$ cat src/rtl/led_scan_ctrl.sv
// led_scan_ctrl: time-multiplexes NSRC byte sources onto one LED bus with a one-hot group select.
// Define LED_SCAN_BLANK_EN to insert BLANK dark cycles between slots.
module led_scan_ctrl #(
  parameter int NSRC   = 4,
  parameter int SLOT_W = 2,
  parameter int DWELL  = 16,
  parameter int BLANK  = 2
) (
  input  logic                clk,
  input  logic                rst_n,
  input  logic [8*NSRC-1:0]   src_bus,
  input  logic [NSRC-1:0]     en_mask,
  input  logic                freeze,
  output logic [7:0]          out,
  output logic [NSRC-1:0]     sel_out,
  output logic [SLOT_W-1:0]   slot,
  output logic                frame_done
);
  localparam int CMAX = DWELL > BLANK ? DWELL : BLANK;
  localparam int CW   = CMAX > 1 ? $clog2(CMAX) : 1;
`ifdef LED_SCAN_BLANK_EN
  typedef enum logic [1:0] {ST_IDLE, ST_SHOW, ST_BLANK} state_t;
`else
  typedef enum logic {ST_IDLE, ST_SHOW} state_t;
`endif
  state_t              r_state;
  logic [7:0]          r_out;
  logic [NSRC-1:0]     r_sel;
  logic [SLOT_W-1:0]   r_slot;
  logic                r_frame;
  logic [CW-1:0]       r_cnt;
  logic [SLOT_W-1:0]   w_first, w_above, w_nxt;
  logic                w_hit, w_dwell_end;
  logic [7:0]          w_src_first;
  assign out        = r_out;
  assign sel_out    = r_sel;
  assign slot       = r_slot;
  assign frame_done = r_frame;
  // Descending scan so the lowest qualifying bit is the one left standing.
  always_comb begin
    w_first = '0;
    w_above = '0;
    w_hit   = 1'b0;
    for (int k = NSRC - 1; k >= 0; k--) begin
      if (en_mask[k]) w_first = SLOT_W'(k);
      if (en_mask[k] && k > int'(r_slot)) begin
        w_above = SLOT_W'(k);
        w_hit   = 1'b1;
      end
    end
    w_nxt = w_hit ? w_above : w_first;
  end
  assign w_src_first = src_bus[{w_first, 3'b000} +: 8];
  assign w_dwell_end = r_cnt == CW'(DWELL - 1);
`ifdef LED_SCAN_BLANK_EN
  logic [7:0] w_src_slot;
  assign w_src_slot = src_bus[{r_slot, 3'b000} +: 8];
`else
  logic [7:0] w_src_nxt;
  assign w_src_nxt = src_bus[{w_nxt, 3'b000} +: 8];
`endif
  always_ff @(posedge clk or negedge rst_n) begin
    if (!rst_n) begin
      r_state <= ST_IDLE;
      r_out   <= '0;
      r_sel   <= '0;
      r_slot  <= '0;
      r_frame <= 1'b0;
      r_cnt   <= '0;
    end else if (en_mask == '0) begin
      r_state <= ST_IDLE;
      r_out   <= '0;
      r_sel   <= '0;
      r_frame <= 1'b0;
      r_cnt   <= '0;
    end else if (freeze) begin
      r_frame <= 1'b0;
    end else begin
      r_frame <= 1'b0;
      if (r_state == ST_IDLE) begin
        r_state <= ST_SHOW;
        r_slot  <= w_first;
        r_out   <= w_src_first;
        r_sel   <= NSRC'(1) << w_first;
        r_cnt   <= '0;
      end else if (r_state == ST_SHOW) begin
        if (w_dwell_end) begin
          r_slot  <= w_nxt;
          r_frame <= (w_nxt <= r_slot);
          r_cnt   <= '0;
`ifdef LED_SCAN_BLANK_EN
          r_state <= ST_BLANK;
          r_out   <= '0;
          r_sel   <= '0;
`else
          r_out   <= w_src_nxt;
          r_sel   <= NSRC'(1) << w_nxt;
`endif
        end else begin
          r_cnt <= r_cnt + CW'(1);
        end
      end
`ifdef LED_SCAN_BLANK_EN
      else if (r_cnt == CW'(BLANK - 1)) begin
        r_state <= ST_SHOW;
        r_out   <= w_src_slot;
        r_sel   <= NSRC'(1) << r_slot;
        r_cnt   <= '0;
      end else begin
        r_cnt <= r_cnt + CW'(1);
      end
`endif
    end
  end
endmodule

$ cat config.mk
export PLATFORM = sky130hd
export DESIGN_NAME = led_scan_ctrl
export DESIGN_NICKNAME = d
export VERILOG_FILES = /design/src/rtl/led_scan_ctrl.sv
export SDC_FILE = /design/constraint.sdc
export NUM_CORES = 1
export LEC_CHECK = 0
export CAP_MARGIN = 10
export CORE_UTILIZATION = 50
export DETAILED_ROUTE_END_ITERATION = 12
export HOLD_SLACK_MARGIN = 0.15
export PLACE_DENSITY = 0.89
export SYNTH_ARGS = -nofsm -noshare
export SYNTH_HDL_FRONTEND = slang
export SYNTH_SLANG_ARGS = --single-unit
$ cat constraint.sdc
create_clock -name clk -period 4.31 [get_ports clk]
set_clock_uncertainty 0.05 [all_clocks]
set_input_delay 0.6465 -clock clk [delete_from_list [all_inputs] [get_ports clk]]
set_output_delay 0.6465 -clock clk [all_outputs]
set_load 0.02 [all_outputs]
== Word-level counts from Yosys, hierarchy flattened ==
Cells that the tools add are included.
W data, S select, Z words.

* Register bits: 20
* Output and inout port bits: 15

* Eq/ne operators: 4
* $lt $le $gt $ge: 4
* Shifts and indexed selects: 4
* Bitwise gates (word level): 2
* Muxes and demuxes: 31
* Reductions and logical operators: 6
* Add/subtract/negate cells: 1

{| class="wikitable"
|+ Operator list
! kind !! number
|-
| $shiftx A32 B6 Y8 || 2
|-
| $mux W4 || 8
|-
| $mux W8 || 4
|-
| $mux W2 || 10
|-
| $mux W1 || 9
|-
| $shl A1 B2 Y4 const A || 2
|-
| $add A4 B1 Y4 const B || 1
|-
| $eq A4 B4 Y1 const B || 1
|-
| $gt A2 B2 Y1 const A || 2
|-
| $logic_not A4 Y1 || 1
|-
| $ne A2 B1 Y1 const B || 2
|-
| $logic_and A1 B1 Y1 || 3
|-
| $ne A3 B1 Y1 const B || 1
|-
| $reduce_and A3 Y1 || 1
|-
| $gt A1 B2 Y1 const A || 1
|-
| $le A2 B2 Y1 || 1
|-
| $not A1 Y1 || 2
|-
| $reduce_and A2 Y1 || 1
|}

== Logic depth before layout (Yosys ltp) ==
Gate-level depths: netlist of the first run.

* Word-level depth: 11
* Depth in mapped cells: 10
* Depth with buffers taken out: 9

== Least setup slack after synthesis of the first run ==
No wires, ideal clock.

* Path kind: input-to-reg
* Start point: input port en_mask[0]
* End point: register r_frame, in the netlist frame_done
* Path buffers: 1
* Cell stages on the path: 10
* Required time: 4.159 ns
* Setup slack: 2.157 ns
* Arrival: 2.002 ns
* Setup time: 0.101 ns
* Cell sequence: buf_4 -> nand2_1 -> a2bb2oi_2 -> nand2_1 -> inv_2 -> ha_1 -> inv_1 -> a21oi_1 -> a21oi_1 -> nor4_1

* Longest elaborated chain between the ends: 7
* Elaborated cells between the ends (all ways): 8
* Classes of those cells: order compare (1); mux (6); reduce/logical (1)

{| class="wikitable"
|+ RTL lines
! element !! line !! source
|-
| start, declared || 12 || <nowiki>input logic [NSRC-1:0] en_mask,</nowiki>
|-
| $mux W2 || 45 || <nowiki>if (en_mask[k]) w_first = SLOT_W'(k);</nowiki>
|-
| $mux W2 || 51 || <nowiki>w_nxt = w_hit ? w_above : w_first;</nowiki>
|-
| $le A2 B2 Y1 || 89 || <nowiki>r_frame <= (w_nxt <= r_slot);</nowiki>
|-
| $mux W1 || 87 || <nowiki>if (w_dwell_end) begin</nowiki>
|-
| $mux W1 || 80 || <nowiki>if (r_state == ST_IDLE) begin</nowiki>
|-
| $mux W1 || 76 || <nowiki>end else if (freeze) begin</nowiki>
|-
| $mux W1 (*) || 70 || <nowiki>end else if (en_mask == '0) begin</nowiki>
|-
| end signal, assigned || 89 ||
|-
| end, declared || 30 || <nowiki>logic r_frame;</nowiki>
|}

Mark *: on every way between the ends. The rest lies on a longest branch, timed or not.
A chain may end at the register's enable or synchronous reset.

== Final worst setup path of the first run ==
* Start point: input port en_mask[3]
* End point: register r_frame, in the netlist frame_done

* Longest elaborated chain between the ends: 10
* Elaborated cells between the ends (all ways): 18
* Classes of those cells: order compare (1); mux (15); reduce/logical (2)

{| class="wikitable"
|+ RTL lines
! element !! line
|-
| $mux W2 / $logic_and A1 B1 Y1 (equally long branches) || 45, 46
|-
| $mux W2, or another cell as far along (3 in a row) || 45
|-
| $mux W2 || 51
|-
| $le A2 B2 Y1 || 89
|-
| $mux W1 || 87
|-
| $mux W1 || 80
|-
| $mux W1 || 76
|-
| $mux W1 (*) || 70
|}

Marks and branches as above.

==> results of run 1 <==
[cells in the mapped netlist (5+ instances only)]
cell and count:
clkbuf_1 7, a31oi_1 21, inv_1 11, o21ai_0 10
dfrtp_1 20, nand2_1 15, o211ai_1 5, nor2_1 13
nand3_1 18, o2111ai_1 8, a21oi_1 12, nor3_1 7
[critical path: cells and delay by family]
family	cells	cell delay, ns
buffers and inverters	2	0.81
AO/OA/AOI/OAI	2	0.27
AND/OR/NAND/NOR	3	1.18
adder cells (fa/ha/maj)	1	0.31
[layout make-up]
cell class              instances  area share
repair buffers                 54       0.245
flip-flops and latches         20       0.228
clock buffers                   3      0.0102
well taps                      44      0.0250
multi-input cells             159       0.470
inverters                      13      0.0222
[per-layer routing]
metal	part of all wire	vias up	global-route usage
met5	0	-	0
met2	0.48	113	0.505
met3	0.083	15	0.0303
met4	0.024	0	0.130
li1	-	883	-
met1	0.41	890	0.382
[flip-flops by register name, indices dropped and copies added (netlist names)]
signal,cells
out,8
slot,2
sel_out,4
r_state,1
frame_done,1
r_cnt,4
[power groups by stage]
stage / Sequential, mW / Clock (mW) / Combinational (mW)
finish: 0.314 / 0.0884 / 0.610
global route: 0.325 / 0.100 / 0.661
CTS: 0.314 / 0.0893 / 0.605
detailed placement: 0.317 / 0 / 0.602
global placement: 0.316 / 0 / 0.584
floorplan: 0.366 / 0 / 0.340
[final timing paths]
kind | start | slack [ns] | endpoint | cells after the start
min | sel_out[2] | 0.47 | sel_out[2] | 2
min reg2reg | sel_out[2] | 0.47 | sel_out[2] | 2
max in group asynchronous | rst_n | 2.84 | frame_done | 1
min in group asynchronous | rst_n | 0.81 | slot[1] | 1
max reg2reg | r_state | 1.93 | out[1] | 5
max | en_mask[3] | 1.23 | frame_done | 8
[kinds of logic after synthesis]
| family | count (synthesis) | synth area share |
|---|---|---|
| AOI/OAI and AO/OA | 76 | 0.321 |
| buffers and inverters | 30 | 0.0837 |
| and+or+nand+nor | 77 | 0.256 |
| muxes | 2 | 0.0127 |
| DFF | 20 | 0.299 |
| xor gates and xnor gates | 1 | 0.00523 |
| adders and majority gates | 3 | 0.0224 |
==> key figures, run 1 <==
Status
  – Outcome: complete, no violations

Power and ir drop
  – Reg power frac: 0.310
  – Comb pwr share: 0.603
  – Sw frac: 0.451
  – Switching pwr: 0.456 mW
  – Pwr/cell area: 460 nW/um^2
  – Peak supply drop: 249 uV
  – Clk pwr share: 0.087
  – P_int: 0.556 mW
  – Leakage: 0.816 nW
  – Total power: 1.01 mW

Timing
  – Worst-Margin Slew: 0.927 ns
  – Final count of hold timing violations: 0
  – Min Tclk post-route: 3.08 ns
  – Final worst slack: 1.23 ns
  – Worst hold margin: 0.473 ns
  – Total negative slack: 0 ns
  – Fin. max-slew vios: 0
  – FMAX: 324 MHz
  – RSZ-0062 raised after global routing: no
  – Final Setup Violations: 0
  – Slew HR: 0.380
  – Period utilization: 0.716

Finish
  – Filler cells: 279
  – Commonest non-fill, non-tap cell in the layout: clkdlybuf4s50_1
  – N_diodes: 0
  – Sequential cell area: 500 um^2
  – Share of layout cells above drive strength 1: 0.0723
  – Final core occ: 0.708
  – Most frequent cells in the layout: clkdlybuf4s50_1 (53), a31oi_1 (21), dfrtp_1 (20), nand3_1 (18), nand2_1 (15)
  – Fin area: 2200 um^2
  – Post-Layout Cell Count: 293
  – Nets: 293
  – Multi-input combinational cell area: 1030 um^2
  – Synth-to-Final Area Change: 31.3%

Global route
  – Largest net degree at the start of global routing: 21
  – Vias in the first global route: 1,778
  – Initial antenna violation count: 0
  – First-pass GRT wire length: 8090 um
  – Total track usage: 0.298
  – Remaining global-route overflow: 0

Clock tree
  – CTS hold repair buffers: 0
  – Cts repair resizes: 0
  – CTS buffer count: 3
  – Root buffer cell: clkbuf_4
  – Post CTS Setup Buffer Count: 0
  – Reg clk slew, reported paths: 0.11 ns
  – Clock tree buffer depth: 2
  – CTS H-Tree Depth: 1
  – Later-pin clock latency in the skew report: 0.29 ns
  – # clock sinks: 20
  – TritonCTS clock tree: done

Detailed routing
  – Final Routed Wirelength: 4890 um
  – DRT iter0 DRCs: 119
  – # DRC: 0
  – Total number of vias: 1,901
  – DR WL/cell: 16.7 um
  – DRT Pass-1 Iters: 4
  – Antenna viol nets, final: 0
  – Vias per cell: 6.49

Placement
  – Dpl ws: 1.01 ns
  – HPWL after DPL: 3600 um
  – Routability-driven placement congestion ratio: 0.944
  – I/O Buffers: 53
  – Dpl cell area: 2180 um^2
  – Inst Count DP: 290

Setup path
  – Critical path's largest stage delay: 0.70 ns
  – CP startpoint kind: input pin
  – Highest-delay cell along the critical path: nor2b_1
  – Crit Path Class: in -> reg
  – CP Cell Sequence: clkdlybuf4s50_1 > nor2b_1 > a2bb2oi_2 > nand2_1 > inv_2 > ha_1 > a21oi_1 > nor4_1
  – Arrival time worst endpoint: 3.23 ns
  – Worst path required time: 4.46 ns
  – Worst-path maximum fanout: 11
  – CP endpoint kind: register

Yosys
  – Syn_nets: 251
  – Synth unique cells: 52
  – Top FF cell, synth: dfrtp_1
  – Syn. warnings: 0
  – Sequential area share after synthesis: 0.299
  – Most area-consuming cells after synthesis: dfrtp_1 (30%), a31oi_1 (7.8%), nand3_1 (5.4%)
  – Synth Register Bits: 20
  – Async SR Flop Fraction: 1.00
  – Post-synth EDFFs: 0
  – Syn Inst Count: 209
  – Synth top area share: 0.299
  – Post-Syn Area: 1670 um^2
  – Cell type with the highest aggregate area in the netlist: dfrtp_1
  – Mean Syn Cell Area: 8.01 um^2

Die
  – Die Outline Area: 3580 um^2
  – Die width: 59.9 um
  – DIE HEIGHT: 59.9 um
  – # IOs: 54
  – # rows: 20
  – CORE AREA: 3100 um^2
  – Initial Util: 0.540

Worst hold path
  – Hold Crit Class: reg -> reg

Job
  – Max cap viols: 0
Power figures use the tool's default switching activity.
==> inputs of run 2 (changes only) <==
Settings changed: CORE_UTILIZATION 50 to 46, PLACE_DENSITY 0.89 to 0.83.
Clock period 4.31 ns to 3.1 ns, I/O delays scaled along.
==> run 2 against run 1 <==
  * Final cell count grew 2.7%
  * Routed wire length decreased by 0.53%
  * Via count down 4.4%
  * Design area increased by 2.4%
  * Die area up 8.4%
  * Sequential share of layout area decreased by 0.54 points
  * Sequential power grew 41%
  * Utilization fell by 4.9 points
  * First-iteration DRC count decreased by 17%
  * Critical path depth increased by 2
  * Combinational power rose by 39%
  * Global-route usage decreased by 3.3 points
  * Critical path type unchanged
  * Critical endpoint unchanged
  * Largest cell class unchanged
==> key figures, run 2 (synthesized netlist as in run 1, its figures left out) <==
Clock tree
  – CTS hold repair buffers: 0
  – Clock tree buffer depth: 2
  – Root buffer cell: clkbuf_4
  – Reg clk slew, reported paths: 0.12 ns
  – Cts repair resizes: 0
  – Later-pin clock latency in the skew report: 0.30 ns
  – CTS buffer count: 3
  – TritonCTS clock tree: done
  – Post CTS Setup Buffer Count: 0
  – # clock sinks: 20
  – CTS H-Tree Depth: 1

Setup path
  – CP startpoint kind: input pin
  – Worst r2r src: slot[1]
  – R2r endpoint: frame_done
  – Critical path's largest stage delay: 0.72 ns
  – CP endpoint kind: register
  – CP Cell Sequence: clkdlybuf4s50_1 > nand2_1 > a2bb2oi_2 > nand2_1 > inv_2 > ha_1 > inv_1 > a21oi_1 > a21oi_1 > nor4_1
  – Worst path required time: 3.26 ns
  – Flop2flop setup slack: 0.75 ns
  – Highest-delay cell along the critical path: clkdlybuf4s50_1
  – Crit Path Class: in -> reg
  – Worst-path maximum fanout: 10
  – Arrival time worst endpoint: 2.90 ns
  – R2R depth: 9

Worst hold path
  – Worst Hold Launch: sel_out[0]
  – Cells on Worst Hold Path: 2
  – Hold Crit Class: reg -> reg
  – Hold Path Sink: sel_out[0]

Finish
  – N_diodes: 0
  – Commonest non-fill, non-tap cell in the layout: clkdlybuf4s50_1
  – Synth-to-Final Area Change: 34.5%
  – Most frequent cells in the layout: clkdlybuf4s50_1 (53), a31oi_1 (21), dfrtp_1 (20), nand3_1 (18), nand2_1 (15)
  – Max reg flops: 8
  – Post-Layout Cell Count: 301
  – Share of layout cells above drive strength 1: 0.0941
  – Fin area: 2250 um^2
  – Nets: 298

Detailed routing
  – Met1 Routed Length: 2100 um
  – Top layer in use: met4
  – Met2 wire len: 2380 um
  – Total number of vias: 1,817
  – Vias per cell: 6.04
  – DRT iter0 DRCs: 99
  – DR WL/cell: 16.2 um
  – # DRC: 0
  – Antenna viol nets, final: 0
  – DR WL met3: 323 um
  – Final Routed Wirelength: 4860 um
  – DRT Pass-1 Iters: 4

Timing
  – RSZ-0062 raised after global routing: no
  – Final count of hold timing violations: 0
  – Slew HR: 0.307
  – Min Tclk post-route: 2.73 ns
  – Period utilization: 0.882
  – Total negative slack: 0 ns
  – Worst-Margin Slew: 1.03 ns
  – Fin. max-slew vios: 0
  – FMAX: 366 MHz
  – Final Setup Violations: 0
  – Worst hold margin: 0.475 ns

Job
  – Max cap viols: 0

Power and ir drop
  – Pwr/cell area: 643 nW/um^2
  – Peak supply drop: 335 uV
  – Leakage: 0.848 nW

Global route
  – Vias in the first global route: 1,695
  – Initial antenna violation count: 0
  – First-pass GRT wire length: 8200 um
  – Remaining global-route overflow: 0
  – Total track usage: 0.265
  – Largest net degree at the start of global routing: 21

Status
  – Outcome: complete, no violations

Die
  – # IOs: 54
  – CORE AREA: 3420 um^2
  – Initial Util: 0.490
  – # rows: 21
  – Die width: 62.3 um
  – Die Outline Area: 3880 um^2
  – DIE HEIGHT: 62.3 um

Placement
  – Routability-driven placement congestion ratio: 0.928
  – HPWL after DPL: 3570 um
  – Inst Count DP: 297
  – I/O Buffers: 53
  – Dpl cell area: 2220 um^2
run 2: cell types whose count changed in the layout (fill, tap and decap cells not counted), sizes merged:
| cell | delta |
|---|---|
| buf | +5 |
| clkbuf | +1 |
run 2: final cells by class:
type	count	area, um^2
fillers	292	1160
multi-input cells	159	1030
repair buffers	59	576
flip-flops and latches	20	500
well taps	46	57.6
inverters	13	48.8
clock buffers	4	36.3
run 2: how the worst max path moves through the flow:
| stage | start | end | slack (ns) | depth (start not counted) |
|---|---|---|---|---|
| 6_report | en_mask[0] | frame_done | 0.37 | 10 |
| 2_1_floorplan | en_mask[0] | frame_done | 1.13 | 10 |
| 3_5_place_dp | en_mask[0] | frame_done | 0.13 | 10 |
| 5_1_grt | en_mask[0] | frame_done | 0.12 | 10 |
| 4_1_cts | en_mask[0] | frame_done | 0.43 | 10 |
| 3_3_place_gp | en_mask[0] | frame_done | 0.20 | 10 |
run 2: per-layer routing:
metal | vias up | global-route usage
met3 | 8 | 0.0368
met1 | 830 | 0.359
met5 | - | 0
met2 | 90 | 0.430
li1 | 889 | -
met4 | 0 | 0.0930
run 2: critical path, delay by kind of cell:
kind            cells  cell delay (ns)
fa+ha+maj           1             0.17
simple gates        3             0.74
buf+inv             3             0.97
compound gates      3             0.54
run 2: through the flow:
step	utilization	power (mW)	worst slack [ns]
6_report	0.659	1.45	0.366
5_1_grt	0.659	1.56	0.117
4_1_cts	0.659	1.44	0.434
3_5_place_dp	0.649	1.28	0.129
3_3_place_gp	0.649	1.27	0.198
2_1_floorplan	-	0.981	1.13
run 2: power by group:
group	internal, mW	total [mW]	switching, mW
Sequential	0.352	0.444	0.0924
Clock	0.0716	0.157	0.0855
Combinational	0.378	0.847	0.469
